<file path="src/rtl/inv_n.sv">
// inv_n: bitwise inverter with a zero-latency combinational output and a
// LATENCY-deep registered copy carrying a valid flag and a change pulse.
module inv_n #(
   parameter int WIDTH   = 4,
   parameter int LATENCY = 1
) (
   input  logic             i_clk,
   input  logic             i_rst_n,
   input  logic [WIDTH-1:0] i_x,
   output logic [WIDTH-1:0] o_y,
   output logic [WIDTH-1:0] o_y_q,
   output logic             o_vld,
   output logic             o_chg
);

   // Pipeline stage 0 holds the newest word; stage LATENCY-1 drives the outputs.
   logic [WIDTH-1:0]   data_q [LATENCY];
   logic [WIDTH-1:0]   data_d [LATENCY];
   logic [LATENCY-1:0] vld_q;
   logic [LATENCY-1:0] vld_d;
   logic [LATENCY-1:0] chg_q;
   logic [LATENCY-1:0] chg_d;
   logic [WIDTH-1:0]   x_prev_q;
   logic [WIDTH-1:0]   x_prev_d;

   // Glue-logic path: pure NOT, independent of clock and reset.
   assign o_y = ~i_x;

   // Next-state: load stage 0 from the input, shift every later stage along.
   // vld_q[0] doubles as the first-sample qualifier: it is still 0 on the
   // first edge after reset, so the compare against the reset x_prev is masked.
   always_comb begin
      x_prev_d  = i_x;
      data_d[0] = ~i_x;
      vld_d[0]  = 1'b1;
      chg_d[0]  = (i_x != x_prev_q) && vld_q[0];
      for (int i = 1; i < LATENCY; i++) begin
         data_d[i] = data_q[i-1];
         vld_d[i]  = vld_q[i-1];
         chg_d[i]  = chg_q[i-1];
      end
   end

   // State registers; reset loads the inverse of an all-zero word and clears flags.
   always_ff @(posedge i_clk or negedge i_rst_n) begin
      if (!i_rst_n) begin
         for (int i = 0; i < LATENCY; i++) begin
            data_q[i] <= {WIDTH{1'b1}};
         end
         vld_q    <= '0;
         chg_q    <= '0;
         x_prev_q <= '0;
      end else begin
         for (int i = 0; i < LATENCY; i++) begin
            data_q[i] <= data_d[i];
         end
         vld_q    <= vld_d;
         chg_q    <= chg_d;
         x_prev_q <= x_prev_d;
      end
   end

   assign o_y_q = data_q[LATENCY-1];
   assign o_vld = vld_q[LATENCY-1];
   assign o_chg = chg_q[LATENCY-1];

endmodule

</file>
<file path="config.mk">
export PLATFORM = sky130hd
export DESIGN_NAME = inv_n
export DESIGN_NICKNAME = d
export VERILOG_FILES = /design/src/rtl/inv_n.sv
export SDC_FILE = /design/constraint.sdc
export NUM_CORES = 1
export LEC_CHECK = 0
export BUFFER_PORTS_ARGS = -buffer_cell sky130_fd_sc_hd__buf_2
export CAP_MARGIN = 20
export CORE_AREA = 4 4 41 43
export CTS_CLUSTER_DIAMETER = 30
export CTS_CLUSTER_SIZE = 30
export DETAILED_ROUTE_END_ITERATION = 8
export DIE_AREA = 0 0 45 47
export PLACE_DENSITY = 0.59
export SLEW_MARGIN = 30
export SYNTH_ARGS = -nofsm -noshare
export SYNTH_HDL_FRONTEND = slang
export SYNTH_SLANG_ARGS = --single-unit
</file>
<file path="constraint.sdc">
create_clock -name i_clk -period 2.73 [get_ports i_clk]
set_clock_uncertainty 0.2 [all_clocks]
set_input_delay 0.6825 -clock i_clk [delete_from_list [all_inputs] [get_ports i_clk]]
set_output_delay 0.6825 -clock i_clk [all_outputs]
set_load 0.03 [all_outputs]
</file>
==> flow_summary.yaml <==
grt:
  antenna_found_initial: 0
  grt_usage_pct: 6.73
  grt_pass1_vias: 204
  grt_start_max_net_pins: 11
  gr-total-overflow: 0
  grt_pass1_wl_um: 883
detailed_routing:
  wirelength_um: 511
  drtPass1Iterations: 2
  ant_nets: 0
  drcViolationCount: 0
  dr_wl_met3_um: 33
  top_layer: "met4"
  via_count: 205
  drt-met1-wl_um: 155
  via_per_inst: 3.87
  wl_per_cell_um: 9.64
  met2_length_um: 292
  drt_iter0_markers: 4
cells_and_area:
  num-nets-final: 46
  finish.utilization_pct: 33.6
  syn_to_final_growth_pct: 36.3
  antenna_cells: 0
  drive_gt1_share_pct: 57.9
  fill_cells: 141
timing:
  fin_hold_ws_ps: 65.9
  hold_violations: 0
  setup_violations: 0
  setup_slack_ps: 793
  fin_crit_ps: 1940
  rsz0062_at_grt: "no"
  timing.fmax_ghz: 0.516
  report.final.slew_viol_count: 0
  min_period_over_period_pct: 70.9
  tns_ps: 0
min_path:
  hold_class: "in2async"
worst_setup_path:
  path_cells: "buf_2, inv_1, buf_2"
  setup.worst_path.start: "i_x[1]"
  rr_endpoint: "o_chg$_DFF_PN0_"
  path_class: "in2out"
  critPathBufInv: 3
  max_stage_delay_ps: 190
  rrSetupSlack_ps: 1480
  worstPathRequired_ps: 1850
  arrival_ps: 1050
  crit_cells: 3
  crit_slowest_cell: "buf_2"
  crit_end: "o_y[1]"
  path_delay_family: "buffers and inverters"
  start_kind: "input port"
  worstReg2RegStart: "x_prev_q[2]$_DFF_PN0_"
  critPathCaptureType: "output pin"
  r2r_cells: 2
  path_common_cell: "buf_2"
  critPathMaxFanout: 3
die:
  die_w_um: 45
  dieArea_um2: 2120
  fp.coreArea_um2: 1300
  dieHeight_um: 47
  initial_utilization_pct: 24.6
  num_io_pins: 16
  row_count: 13
clocking:
  cts_hold_buf: 0
  numClockSinks: 10
  post_cts_resized: 0
  ctsHtreeMaxLevel: 1
  clock-root-buffer: "clkbuf_4"
  cts_tree: "done"
  clock_path_buffers: 2
  post_cts.repair.setup_buffers: 0
  numCtsBuffers: 3
  clkLatencyLatePin_ps: 260
  clk_pin_slew_ps: 60
power:
  power_frac_seq_pct: 54.7
  p_per_area_nw_per_um2: 674
  p_comb_share_pct: 13.3
  leakage_nw: 0.228
  irDropWorstVdd_mv: 0.288
  swShare_pct: 25.1
  power.switching_w: 0.0000737
  power.internal_w: 0.000220
  clockPowerShare_pct: 32.0
logic_synthesis:
  ys_types: 6
  synthFlopType: "dfrtp_1"
  netlist_area_um2: 320
  synth_edf_count: 0
  yosysWarnings: 0
  synthTopCellsByArea: "dfrtp_1 (47%), dfstp_2 (33%), xor2_1 (11%)"
  synthCells: 20
  syn_area_per_cell_um2: 16.0
  seq_area_frac_synth_pct: 79.7
  syn-num-nets: 26
  synthTopCellsByCount: "dfrtp_1 (6), dfstp_2 (4), inv_1 (4), xor2_1 (4)"
  synth_seq_cells: 10
  async_flop_share_pct: 100
  synth_top_area_share_pct: 46.9
  synth_most_common_cell: "dfrtp_1"
  yosysTopAreaCell: "dfrtp_1"
run_status:
  status: "complete, no violations"
place:
  gp_congestion: 0.671
  place_ws_ps: 787
  detailed_place_hpwl_um: 414
  port_buffers: 15
flow_run:
  max_cap_violations: 0
==> power groups by stage <==
stage,combinational [W],clock [W],sequential (W)
after floorplan,0.0000128,0,0.000174
after global placement,0.0000399,0,0.000163
after detailed placement,0.0000401,0,0.000164
after CTS,0.0000403,0.0000989,0.000161
after global routing,0.0000429,0.000110,0.000162
final,0.0000392,0.0000941,0.000161
==> layout by cell type, fill, tap and decap left out <==
| master | synthesis | layout |
|---|---|---|
| buf_2 | 0 | 15 |
| clkbuf_4 | 0 | 3 |
| conb_1 | 1 | 1 |
| dfrtp_1 | 6 | 6 |
| dfstp_2 | 4 | 4 |
| inv_1 | 4 | 4 |
| o41a_1 | 1 | 1 |
| xor2_1 | 4 | 4 |
==> cell families after synthesis <==
logic type,Yosys count,share of synthesized area [%]
flops,10,79.7
compound gates,1,3.52
other cells,1,1.17
xor+xnor,4,10.9
buf+inv,4,4.69
==> per-layer routing <==
metal	global-route usage, %	vias up
met4	10.5	0
met2	9.60	7
li1	-	93
met1	5.91	101
met5	0	-
met3	2.68	4
==> registers in the layout, summed over array words and instances, names as in the netlist <==
signal    cells
o_y_q         4
x_prev_q      4
o_vld         1
o_chg         1
==> area by class of cell <==
type,instances,area [um2],area share [%]
Sequential cell,10,255,58.5
Tap cell,15,18.8,4.30
Multi-Input combinational cell,6,50.0,11.5
Inverter,4,15.0,3.44
Clock buffer,3,22.5,5.16
Timing Repair Buffer,15,75.1,17.2
==> stage by stage <==
stage / instances / area, um2 / total power [W]
finish: 53 / 437 / 0.000294
global placement: 50 / 414 / 0.000203
global route: 53 / 437 / 0.000315
detailed placement: 50 / 414 / 0.000204
CTS: 53 / 437 / 0.000300
floorplan: 20 / 320 / 0.000187
==> how the worst min path moves through the flow <==
stage | startpoint | end | slack (ps)
4_1_cts | i_rst_n | x_prev_q[0]$_DFF_PN0_ | 70
5_1_grt | i_rst_n | x_prev_q[2]$_DFF_PN0_ | 70
2_1_floorplan | i_rst_n | o_chg$_DFF_PN0_ | 190
3_3_place_gp | o_vld$_DFF_PN0_ | o_chg$_DFF_PN0_ | 300
6_report | i_rst_n | x_prev_q[0]$_DFF_PN0_ | 70
3_5_place_dp | o_vld$_DFF_PN0_ | o_chg$_DFF_PN0_ | 320
No activity file was read; power rests on OpenSTA's default activity.
